--- config.mk ---
export PLATFORM = sky130hd
export DESIGN_NAME = sparc_ffu_visctl
export DESIGN_NICKNAME = d
export VERILOG_FILES = /design/src/rtl/sparc_ffu_visctl.sv
export SDC_FILE = /design/constraint.sdc
export NUM_CORES = 1
export LEC_CHECK = 0
export BUFFER_PORTS_ARGS = -buffer_cell sky130_fd_sc_hd__buf_2
export CAP_MARGIN = 20
export CORE_AREA = 2 2 58 115
export CTS_BUF_LIST = sky130_fd_sc_hd__clkbuf_8
export DETAILED_ROUTE_END_ITERATION = 7
export DIE_AREA = 0 0 60 117
export GPL_TIMING_DRIVEN = 1
export RECOVER_POWER = 25
export SKIP_CTS_REPAIR_TIMING = 1
export SYNTH_ARGS = -nofsm -noshare
export SYNTH_HDL_FRONTEND = slang
export SYNTH_SLANG_ARGS = --single-unit
--- constraint.sdc ---
create_clock -name rclk -period 2.99 [get_ports rclk]
set_clock_uncertainty 0.15 [all_clocks]
set_input_delay 0.598 -clock rclk [delete_from_list [all_inputs] [get_ports rclk]]
set_output_delay 0.598 -clock rclk [all_outputs]
set_load 0.03 [all_outputs]
--- src/rtl/sparc_ffu_visctl.sv ---
// VIS control for the FFU: decodes VIS opfs into one-hot datapath selects,
// keeps the per-thread GSR align field and stages each op in a stallable X register.
module sparc_ffu_visctl (
  input  logic       rclk,
  input  logic       reset,
  input  logic       ifu_ffu_vis_vld,
  input  logic [8:0] ifu_ffu_vis_opf,
  input  logic [1:0] ifu_ffu_vis_tid,
  output logic       visctl_ifu_rdy,
  input  logic       gsr_wr_vld,
  input  logic [1:0] gsr_wr_tid,
  input  logic [2:0] gsr_wr_align,
  input  logic       fpu_wb_stall,
  output logic       ctl_vis_sel_add,
  output logic       ctl_vis_sel_log,
  output logic       ctl_vis_sel_align,
  output logic       ctl_vis_add32,
  output logic       ctl_vis_subtract,
  output logic       ctl_vis_cin,
  output logic       ctl_vis_align0,
  output logic       ctl_vis_align2,
  output logic       ctl_vis_align4,
  output logic       ctl_vis_align6,
  output logic       ctl_vis_align_odd,
  output logic       ctl_vis_log_sel_nor,
  output logic       ctl_vis_log_sel_nand,
  output logic       ctl_vis_log_sel_xor,
  output logic       ctl_vis_log_sel_pass,
  output logic       ctl_vis_log_invert_rs1,
  output logic       ctl_vis_log_invert_rs2,
  output logic       ctl_vis_log_constant,
  output logic       ctl_vis_log_pass_const,
  output logic       ctl_vis_log_pass_rs1,
  output logic       ctl_vis_log_pass_rs2,
  output logic       visctl_dp_vld,
  output logic [1:0] visctl_dp_tid,
  output logic       visctl_illegal,
  output logic [1:0] visctl_illegal_tid
);

  typedef struct packed {
    logic sel_add;
    logic sel_log;
    logic sel_align;
    logic add32;
    logic subtract;
    logic cin;
    logic align0;
    logic align2;
    logic align4;
    logic align6;
    logic align_odd;
    logic log_nor;
    logic log_nand;
    logic log_xor;
    logic log_pass;
    logic inv_rs1;
    logic inv_rs2;
    logic constant;
    logic pass_const;
    logic pass_rs1;
    logic pass_rs2;
  } ctl_t;

  // Idle encoding keeps every downstream mux one-hot while X is empty.
  function automatic ctl_t idle_ctl();
    ctl_t c;
    c            = '0;
    c.sel_add    = 1'b1;
    c.align0     = 1'b1;
    c.log_pass   = 1'b1;
    c.pass_const = 1'b1;
    return c;
  endfunction

  logic [2:0] gsr [4];
  logic [2:0] align_eff;
  logic       is_add, is_align, is_log, legal, accept;
  ctl_t       dec, x_ctl;
  logic       x_vld;
  logic [1:0] x_tid;

  assign visctl_ifu_rdy = !(x_vld && fpu_wb_stall);
  assign accept         = ifu_ffu_vis_vld && visctl_ifu_rdy;

  assign is_add   = (ifu_ffu_vis_opf[8:3] == 6'b001010) && !ifu_ffu_vis_opf[0];
  assign is_align = (ifu_ffu_vis_opf == 9'h048);
  assign is_log   = (ifu_ffu_vis_opf[8:5] == 4'b0011) && !ifu_ffu_vis_opf[0];
  assign legal    = is_add || is_align || is_log;

  // Same-thread GSR write in the accept cycle is bypassed to FALIGNDATA.
  assign align_eff = (gsr_wr_vld && (gsr_wr_tid == ifu_ffu_vis_tid)) ? gsr_wr_align
                                                                     : gsr[ifu_ffu_vis_tid];

  always_comb begin
    dec = idle_ctl();
    if (is_add) begin
      dec.add32    = ifu_ffu_vis_opf[1];
      dec.subtract = ifu_ffu_vis_opf[2];
      dec.cin      = ifu_ffu_vis_opf[2];
    end else if (is_align) begin
      dec.sel_add   = 1'b0;
      dec.sel_align = 1'b1;
      dec.align0    = (align_eff[2:1] == 2'b00);
      dec.align2    = (align_eff[2:1] == 2'b01);
      dec.align4    = (align_eff[2:1] == 2'b10);
      dec.align6    = (align_eff[2:1] == 2'b11);
      dec.align_odd = align_eff[0];
    end else if (is_log) begin
      dec.sel_add = 1'b0;
      dec.sel_log = 1'b1;
      case (ifu_ffu_vis_opf[4:1])
        4'd1:  begin dec.log_pass = 1'b0; dec.log_nor = 1'b1; end
        4'd2:  begin dec.log_pass = 1'b0; dec.log_nor = 1'b1; dec.inv_rs1 = 1'b1; end
        4'd3:  begin dec.pass_const = 1'b0; dec.pass_rs2 = 1'b1; dec.inv_rs2 = 1'b1; end
        4'd4:  begin dec.log_pass = 1'b0; dec.log_nor = 1'b1; dec.inv_rs2 = 1'b1; end
        4'd5:  begin dec.pass_const = 1'b0; dec.pass_rs1 = 1'b1; dec.inv_rs1 = 1'b1; end
        4'd6:  begin dec.log_pass = 1'b0; dec.log_xor = 1'b1; end
        4'd7:  begin dec.log_pass = 1'b0; dec.log_nand = 1'b1; end
        4'd8:  begin
          dec.log_pass = 1'b0; dec.log_nor = 1'b1; dec.inv_rs1 = 1'b1; dec.inv_rs2 = 1'b1;
        end
        4'd9:  begin dec.log_pass = 1'b0; dec.log_xor = 1'b1; dec.inv_rs1 = 1'b1; end
        4'd10: begin dec.pass_const = 1'b0; dec.pass_rs1 = 1'b1; end
        4'd11: begin dec.log_pass = 1'b0; dec.log_nand = 1'b1; dec.inv_rs1 = 1'b1; end
        4'd12: begin dec.pass_const = 1'b0; dec.pass_rs2 = 1'b1; end
        4'd13: begin dec.log_pass = 1'b0; dec.log_nand = 1'b1; dec.inv_rs2 = 1'b1; end
        4'd14: begin
          dec.log_pass = 1'b0; dec.log_nand = 1'b1; dec.inv_rs1 = 1'b1; dec.inv_rs2 = 1'b1;
        end
        4'd15: dec.constant = 1'b1;
        default: ;
      endcase
    end
  end

  always_ff @(posedge rclk) begin
    if (reset) begin
      x_vld              <= 1'b0;
      x_tid              <= 2'b00;
      x_ctl              <= idle_ctl();
      visctl_illegal     <= 1'b0;
      visctl_illegal_tid <= 2'b00;
      for (int i = 0; i < 4; i++) gsr[i] <= 3'b000;
    end else begin
      if (gsr_wr_vld) gsr[gsr_wr_tid] <= gsr_wr_align;
      // A stalled X holds; otherwise it is replaced by the accepted op or emptied.
      if (!(x_vld && fpu_wb_stall)) begin
        if (accept && legal) begin
          x_vld <= 1'b1;
          x_tid <= ifu_ffu_vis_tid;
          x_ctl <= dec;
        end else begin
          x_vld <= 1'b0;
          x_tid <= 2'b00;
          x_ctl <= idle_ctl();
        end
      end
      visctl_illegal     <= accept && !legal;
      visctl_illegal_tid <= (accept && !legal) ? ifu_ffu_vis_tid : 2'b00;
    end
  end

  assign visctl_dp_vld          = x_vld;
  assign visctl_dp_tid          = x_tid;
  assign ctl_vis_sel_add        = x_ctl.sel_add;
  assign ctl_vis_sel_log        = x_ctl.sel_log;
  assign ctl_vis_sel_align      = x_ctl.sel_align;
  assign ctl_vis_add32          = x_ctl.add32;
  assign ctl_vis_subtract       = x_ctl.subtract;
  assign ctl_vis_cin            = x_ctl.cin;
  assign ctl_vis_align0         = x_ctl.align0;
  assign ctl_vis_align2         = x_ctl.align2;
  assign ctl_vis_align4         = x_ctl.align4;
  assign ctl_vis_align6         = x_ctl.align6;
  assign ctl_vis_align_odd      = x_ctl.align_odd;
  assign ctl_vis_log_sel_nor    = x_ctl.log_nor;
  assign ctl_vis_log_sel_nand   = x_ctl.log_nand;
  assign ctl_vis_log_sel_xor    = x_ctl.log_xor;
  assign ctl_vis_log_sel_pass   = x_ctl.log_pass;
  assign ctl_vis_log_invert_rs1 = x_ctl.inv_rs1;
  assign ctl_vis_log_invert_rs2 = x_ctl.inv_rs2;
  assign ctl_vis_log_constant   = x_ctl.constant;
  assign ctl_vis_log_pass_const = x_ctl.pass_const;
  assign ctl_vis_log_pass_rs1   = x_ctl.pass_rs1;
  assign ctl_vis_log_pass_rs2   = x_ctl.pass_rs2;

endmodule

# Yosys cells after proc, flatten, opt, wreduce, memory -nomap -nowiden
# Memory sizes are Yosys's and may differ from the RTL's.
# Cells that the tools add are included.
dict set report classes {
  bitwise_logic 1
  eq_ne 22
  muxes 32
  n_reduce_logical 24
}
# cell count
set op_table {}
lappend op_table {{$eq 4x4->1 const B} 8}
lappend op_table {{$mux 21} 1}
lappend op_table {{$mux 1} 20}
lappend op_table {{$mux 10} 2}
lappend op_table {{$eq 4x3->1 const B} 4}
lappend op_table {{$mux 15} 1}
lappend op_table {{$eq 4x2->1 const B} 3}
lappend op_table {{$mux 3} 4}
lappend op_table {{$reduce_or 4->1} 3}
lappend op_table {{$reduce_or 10->1} 1}
lappend op_table {{$eq 9x7->1 const B} 1}
lappend op_table {{$reduce_or 2->1} 4}
lappend op_table {{$logic_and 1x1->1} 7}
lappend op_table {{$eq 6x4->1 const B} 1}
lappend op_table {{$mux 2} 3}
lappend op_table {{$reduce_or 6->1} 1}
lappend op_table {{$mux 5} 1}
lappend op_table {{$reduce_or 5->1} 1}
lappend op_table {{$eq 2x2->1 const B} 2}
lappend op_table {{$eq 4x1->1 const B} 1}
lappend op_table {{$logic_not 1->1} 3}
lappend op_table {{$reduce_or 3->1} 1}
lappend op_table {{$eq 2x1->1 const B} 1}
lappend op_table {{$eq 2x2->1} 1}
lappend op_table {{other kinds (3)} 4}
dict set report word_totals {
  elab_cells 105
  n_memories 1
  reg_bits 27
  in_bits 21
  out_inout_bits 28
  ram_bits 12
}
# memory words word_bits rd rd_clocked_by_memory_dff wr line_no
set memory_table {}
lappend memory_table {gsr 4 3 1 0 4 76} ;# logic [2:0] gsr [4];

# Logic depth before layout (Yosys ltp)
# Gate-level depths: netlist (run 1).
dict set report depth {
  ltp_word 8
  ltp_mapped 8
  depth_no_buf 6
}

# Least setup slack after synthesis (run 1)
# No wires, ideal clock.
dict set report synth_path {
  kind {input-to-reg}
  from {input port ifu_ffu_vis_tid[0]}
  to {register x_ctl, in the netlist ctl_vis_align6}
  setup_slack_ns 0.705
  required_ns 2.724
  path_buffers 1
  arrival_time_ns 2.019
  cell_stages 5
  setup_time_ns 0.116
  path_cell_list {clkbuf_1 mux4_2 mux2i_1 and4bb_1 a31o_1}
}
dict set report synth_between {
  elab_chain_cells 7
  word_cells_on_any_way 8
  cone_classes {eq/ne: 2; mux: 4; reduce/logical: 1; memory: 1}
}
# item line_no
set synth_lines {}
lappend synth_lines {{start, declared} 8} ;# input logic [1:0] ifu_ffu_vis_tid,
lappend synth_lines {{parallel branches: the longest is 2 deep, another holds $mem_v2 4x3} --}
lappend synth_lines {{$mux 3 *} 92} ;# assign align_eff = (gsr_wr_vld && (gsr_wr_tid == ifu_ffu_vis_tid)) ? gsr_wr_align
lappend synth_lines {{$eq 2x2->1 *} 107} ;# dec.align6 = (align_eff[2:1] == 2'b11);
lappend synth_lines {{$mux 5 *} 101} ;# end else if (is_align) begin
lappend synth_lines {{$mux 15 *} 97} ;# if (is_add) begin
lappend synth_lines {{$mux 21 *} 149} ;# if (accept && legal) begin
lappend synth_lines {{end signal, assigned} 141} ;# x_ctl <= idle_ctl();
lappend synth_lines {{end signal, assigned} 156} ;# x_ctl <= idle_ctl();
lappend synth_lines {{end, declared} 79} ;# ctl_t dec, x_ctl;
# Every way passes the cells marked *.
# A chain may end at the register's enable or synchronous reset.

# Final worst setup path (run 1)
dict set report layout_path {
  from {input port ifu_ffu_vis_opf[8]}
  to {register x_ctl, in the netlist ctl_vis_align6}
}
dict set report layout_between {
  elab_chain_cells 6
  word_cells_on_any_way 11
  cone_classes {eq/ne: 3; mux: 3; reduce/logical: 5}
}
# item line_no
set layout_lines {}
lappend layout_lines {{start, declared} 7} ;# input logic [8:0] ifu_ffu_vis_opf,
lappend layout_lines {{$eq 6x4->1} 86} ;# assign is_add = (ifu_ffu_vis_opf[8:3] == 6'b001010) && !ifu_ffu_vis_opf[0];
lappend layout_lines {{$logic_and 1x1->1} 86}
lappend layout_lines {{$logic_or 1x1->1 (2 in a row)} 89} ;# assign legal = is_add || is_align || is_log;
lappend layout_lines {{$logic_and 1x1->1} 149}
lappend layout_lines {{$mux 21 *} 149}
# Every way passes the cells marked *; elsewhere a longest branch is shown, timed or not.

==> results.md, run 1 <==
* Crit-path max FO at 4
* WS Path Type: in2reg
* Final setup vio count at 0
* Die area at 7020 sq um
* Row cnt at 41
* Total of max-cap violations at 0
* Max reg flops at 12
* Worst Hold Class: reg2reg
* Tightest Pin Transition at 0.535 ns
* Slew HR at 63.9%
* First-pass GRT wire length at 6440 um
* DP Wirelength at 2910 um
* Sw Share at 22.2%
* Via density at 4.63
* Post-synth cell types at 44
* Slowest-stage cell, CP: or4_4
* Diode count at 0
* Share of post-route cells with drive strength above 1 at 24.6%
* Combinational group share of total power at 10.1%
* Final worst slack at 0.858 ns
* Synth warn at 0
* CP peak stage delay at 0.52 ns
* Vias in the first global route at 1384
* CTS buffer count at 5
* Top reg by flops: gsr
* Final Max Tran Viols at 0
* Synth area leaders: dfxtp_1 (29%), edfxtp_1 (20%), and2_1 (5.6%)
* Initial DRC Count at 56
* Largest net degree at the start of global routing at 27
* #FFs+latches synth at 38
* Via count at 1436
* Mapped Area at 1790 sq um
* Post-Synthesis Cells at 179
* Clock group share of total power at 38.6%
* Synth top area share at 29.0%
* Main flop type after synthesis: dfxtp_1
* Most frequent cell after synthesis: dfxtp_1
* Place WS at 0.569 ns
* Worst Path Required at 3.07 ns
* DRC at 0
* F_max at 469 MHz
* Initial antenna violation count at 0
* Routability congestion estimate from global placement at 0.727
* Largest area contributor in the netlist: dfxtp_1
* Gr usage total at 12.0%
* Max VDD drop at 0.000264 V
* PD cells at 495 nW/um^2
* GRT overflow at 0
* Top cells by count, synth: dfxtp_1 (26), nor2_1 (20), and2_1 (16)
* Critical Path Sink Type: register
* Final Hold Fails at 0
* Post-route ant nets at 0
* Core box area at 6210 sq um
* Min Tclk post-route at 2.13 ns
* Buffer depth of the longest clock path at 2
* Fraction of registers with async set/reset at 0%
* Worst skew pair latency at 0.29 ns
* Crit path arrival time at 2.22 ns
* Post-Syn Nets at 200
* P_int at 0.836 mW
* Post-synth EDFFs at 12
* Run status: completed
* RSZ-0062 raised after global routing: no
* Initial Utilization at 28.9%
* Detailed Routing Iterations Pass 1 at 4
* CTS clk-pin slew, worst paths at 0.07 ns
* TNS Setup at 0 ns
* Sequential power share at 51.3%
* Register area share after synthesis at 49.1%
* Filler instances at 655
* Port Buf Inserts at 48
* Top-Level Pins at 49
* Chip Width at 60 um
* P&R area growth vs syn at 21.0%
* Routed len/inst at 12.6 um
* Mean post-synth cell area at 10.0 sq um
* Htree depth at 2
* Die height at 117 um
* CP Cell Sequence: buf_2, nor4b_1, nand2_2, or4_4, and4bb_1, a31o_1
* CTS tree: built
* Sink Count at 38
* Period utilization at 71.3%
* Routed wire length at 3910 um
* Root Buffer: clkbuf_8
* Startpoint types: input pin
* Pleak at 0.823 nW
* Nets at 244
* Net Switching at 0.239 mW
worst max-delay path, delay by kind of cell:
kind | cells | cell delay, ns
simple gates | 4 | 1.43
buf+inv | 1 | 0.09
compound gates | 1 | 0.09
cell type report:
cell class	instances	area, sq um	area share, %
clock buffers	5	68.8	3.17
clock inverters	3	37.5	1.73
inverters	4	15.0	0.692
multi-input cells	124	826	38.0
flip-flops and latches	38	881	40.6
well taps	86	108	4.96
repair buffers	50	235	10.8
cells in the final DEF, fill, tap and decap left out, types with 2 or more instances in the layout:
cell type  instances
mux2i_1            3
and2_1            14
nor2b_1            2
buf_2             32
clkbuf_8           5
clkbuf_1          16
o22ai_1            3
xnor2_1            3
edfxtp_1          12
or2_2              3
buf_4              2
dfxtp_1           26
a31o_1             2
nor3_1             5
nor3b_1            2
clkinv_1           2
nor2_1            20
and2_0             2
nand3_1            6
nor4b_1            2
inv_1              4
a22oi_1           10
a21oi_1            9
nand2_1            9
nand2b_1           3
o21ai_0            3
mux2_2             3
mux4_2             3
power groups by stage:
stage	Combinational, mW	Clock, mW	Sequential, mW
2_1_floorplan	0.0728	0	0.566
3_3_place_gp	0.107	0	0.563
3_5_place_dp	0.109	0	0.563
4_1_cts	0.110	0.425	0.551
5_1_grt	0.120	0.449	0.552
6_report	0.108	0.415	0.551
path summary, 6_finish.rpt:
check                                start  depth (start not counted)                            end  slack, ns
max                     ifu_ffu_vis_opf[8]                          6    ctl_vis_align6$_SDFFE_PP0N_       0.86
min          visctl_dp_tid[0]$_SDFFE_PP0N_                          2  visctl_dp_tid[0]$_SDFFE_PP0N_       0.30
max reg2reg            gsr[3][1]$_DFFE_PP_                          4    ctl_vis_align6$_SDFFE_PP0N_       1.16
min reg2reg  visctl_dp_tid[0]$_SDFFE_PP0N_                          2  visctl_dp_tid[0]$_SDFFE_PP0N_       0.30
logic make-up after synthesis:
kind of cell / count (synthesis) / share of synthesized area (%)
AND/OR/NAND/NOR: 77 / 23.8
XOR/XNOR: 4 / 1.95
buffers and inverters: 17 / 4.88
flip-flops: 38 / 49.1
multiplexers: 9 / 7.32
AO/OA/AOI/OAI: 34 / 12.9
through the flow:
| step | instance area [sq um] | instances | utilization (%) | hold WS (ns) | power, mW |
|---|---|---|---|---|---|
| 2_1_floorplan | 1790 | 179 | - | 0.426 | 0.639 |
| 3_3_place_gp | 2080 | 302 | 33.6 | 0.286 | 0.670 |
| 3_5_place_dp | 2080 | 302 | 33.6 | 0.293 | 0.672 |
| 4_1_cts | 2190 | 310 | 35.3 | 0.301 | 1.09 |
| 5_1_grt | 2170 | 310 | 35.0 | 0.325 | 1.12 |
| 6_report | 2170 | 310 | 35.0 | 0.303 | 1.07 |
routing by layer:
layer	share of wire [%]	GRT usage [%]	vias up	wire, um
li1	-	-	726	-
met1	48	16.7	657	1890
met2	44	17.6	47	1710
met3	6.3	3.74	6	248
met4	1.4	4.00	0	54
met5	0	0	-	0
No activity file was read; power rests on OpenSTA's default activity.
==> run 2: changes to the inputs <==
==> constraint.sdc (replaced) <==
create_clock -name rclk -period 2.2 [get_ports rclk]
set_clock_uncertainty 0.15 [all_clocks]
set_input_delay 0.44 -clock rclk [delete_from_list [all_inputs] [get_ports rclk]]
set_output_delay 0.44 -clock rclk [all_outputs]
set_load 0.03 [all_outputs]
==> results.md, run 2 (same netlist as run 1, synthesis figures left out) <==
* Share of post-route cells with drive strength above 1 at 33.2% (+8.6 points)
* First-pass GRT wire length at 6700 um (+4.0%)
* Max VDD drop at 0.000449 V (+70%)
* Startpoint types: register
* TNS Setup at 0 ns (unchanged)
* DP Wirelength at 3160 um (+8.4%)
* CTS clk-pin slew, worst paths at 0.08 ns (about the same)
* Minimum hold slack at 0.297 ns (-0.00615 ns)
* Chip Width at 60 um (unchanged)
* P&R area growth vs syn at 27.9%
* Top reg by flops: gsr
* Final setup vio count at 0 (unchanged)
* Run status: completed
* Detailed Routing Iterations Pass 1 at 5 (+1)
* DRC at 0 (unchanged)
* Met1 wire length at 1910 um (+1.2%)
* WS Path Type: reg2out
* Crit-path max FO at 7 (+3)
* Core box area at 6210 sq um (unchanged)
* Sequential power share at 46.3% (-5.0 points)
* Min Tclk post-route at 1.86 ns
* Critical Path Sink Type: output port
* Final Hold Fails at 0 (unchanged)
* Largest net degree at the start of global routing at 21 (-22%)
* Final Max Tran Viols at 0 (unchanged)
* Clock group share of total power at 43.7% (+5.1 points)
* Row cnt at 41 (unchanged)
* Die area at 7020 sq um (unchanged)
* Die height at 117 um (unchanged)
* Tightest Pin Transition at 0.375 ns (-0.159 ns)
* Buffer depth of the longest clock path at 2 (unchanged)
* Net Switching at 0.347 mW (+46%)
* Total of max-cap violations at 0 (unchanged)
* Nets at 255 (+4.5%)
* Worst Hold Class: reg2reg
* Filler instances at 637 (-2.7%)
* Htree depth at 2 (unchanged)
* Via count at 1515 (+5.5%)
* Initial DRC Count at 28 (-50%)
* Routed len/inst at 12.9 um (+2.5%)
* F_max at 538 MHz
* CTS tree: built
* Routability congestion estimate from global placement at 0.735 (+1.2%)
* P_int at 1.27 mW (+52%)
* Post-route ant nets at 0 (unchanged)
* Crit path arrival time at 1.27 ns (-0.95 ns)
* RSZ-0062 raised after global routing: no
* WL met3 at 275 um (+11%)
* Diode count at 0 (unchanged)
* Max reg flops at 12 (unchanged)
* Highest metal layer with signal wires: met4
* GRT overflow at 0 (unchanged)
* Top-Level Pins at 49 (unchanged)
* PD cells at 705 nW/um^2 (+43%)
* CTS buffer count at 5 (unchanged)
* Combinational group share of total power at 10.0% (about the same)
* Pleak at 0.919 nW (+12%)
* Vias in the first global route at 1426 (+3.0%)
* Root Buffer: clkbuf_8
* Worst skew pair latency at 0.29 ns (about the same)
* Slew HR at 75.0% (+11 points)
* Routed wire length at 4150 um (+6.1%)
* Commonest non-fill, non-tap cells in the layout: buf_2 (43), dfxtp_1 (26), nor2_1 (20), edfxtp_1 (12), buf_4 (12)
* Met2 WL at 1900 um (+11%)
* Period utilization at 84.5%
* Gr usage total at 12.6% (+0.62 points)
* Sw Share at 21.5% (-0.75 points)
* Most common cell after layout, fill and taps aside: buf_2
* Initial Utilization at 28.9% (unchanged)
* Port Buf Inserts at 48 (unchanged)
* Via density at 4.72 (+1.9%)
* Worst Path Required at 1.61 ns (-1.46 ns)
* Sink Count at 38 (unchanged)
* Initial antenna violation count at 0 (unchanged)
-- run 2: stage by stage --
step                      util, %  area [sq um]  setup slack [ns]  total power [mW]  cells
after CTS                    37.1          2300             0.337              1.64    321
after global placement       34.9          2170            0.0829             0.926    313
final                        37.0          2290             0.340              1.62    321
after detailed placement     34.9          2170            0.0672             0.930    313
after global routing         37.0          2290             0.264              1.69    321
after floorplan                 -          1790            0.0735             0.868    179
-- run 2: power groups by stage --
stage	combinational (mW)	clock [mW]	sequential, mW
6_report	0.162	0.707	0.749
3_5_place_dp	0.164	0	0.766
3_3_place_gp	0.160	0	0.765
2_1_floorplan	0.0989	0	0.769
5_1_grt	0.180	0.758	0.751
4_1_cts	0.166	0.720	0.749
-- run 2: final timing paths --
path | start | endpoint | slack, ns | cells after the start
hold / removal | visctl_dp_tid[1]$_SDFFE_PP0N_ | visctl_dp_tid[1]$_SDFFE_PP0N_ | 0.30 | 2
setup / recovery | visctl_dp_vld$_SDFFE_PP0N_ | visctl_ifu_rdy | 0.34 | 4
hold reg to reg | visctl_dp_tid[1]$_SDFFE_PP0N_ | visctl_dp_tid[1]$_SDFFE_PP0N_ | 0.30 | 2
setup reg to reg | gsr[3][2]$_DFFE_PP_ | ctl_vis_align6$_SDFFE_PP0N_ | 0.45 | 4
-- run 2: final cells by class --
class	count	area (sq um)	share of cell area, %
Clock buffer	5	68.8	3.00
Clock inverter	3	68.8	3.00
Inverter	4	15.0	0.654
Multi-Input combinational cell	124	826	36.0
Sequential cell	38	881	38.4
Tap cell	86	108	4.69
Timing Repair Buffer	61	328	14.3
-- run 2: worst max-delay path: stages, from the launching register on --
cell and delay (ns):
dfxtp_1 0.33, and2_1 0.20, clkinv_1 0.10, buf_4 0.17, buf_2 0.18
-- run 2: layer usage --
| layer | vias to the layer above | track usage [%] |
|---|---|---|
| met5 | - | 0 |
| met4 | 0 | 4.00 |
| met3 | 6 | 3.85 |
| met2 | 52 | 18.1 |
| met1 | 709 | 18.0 |
| li1 | 748 | - |
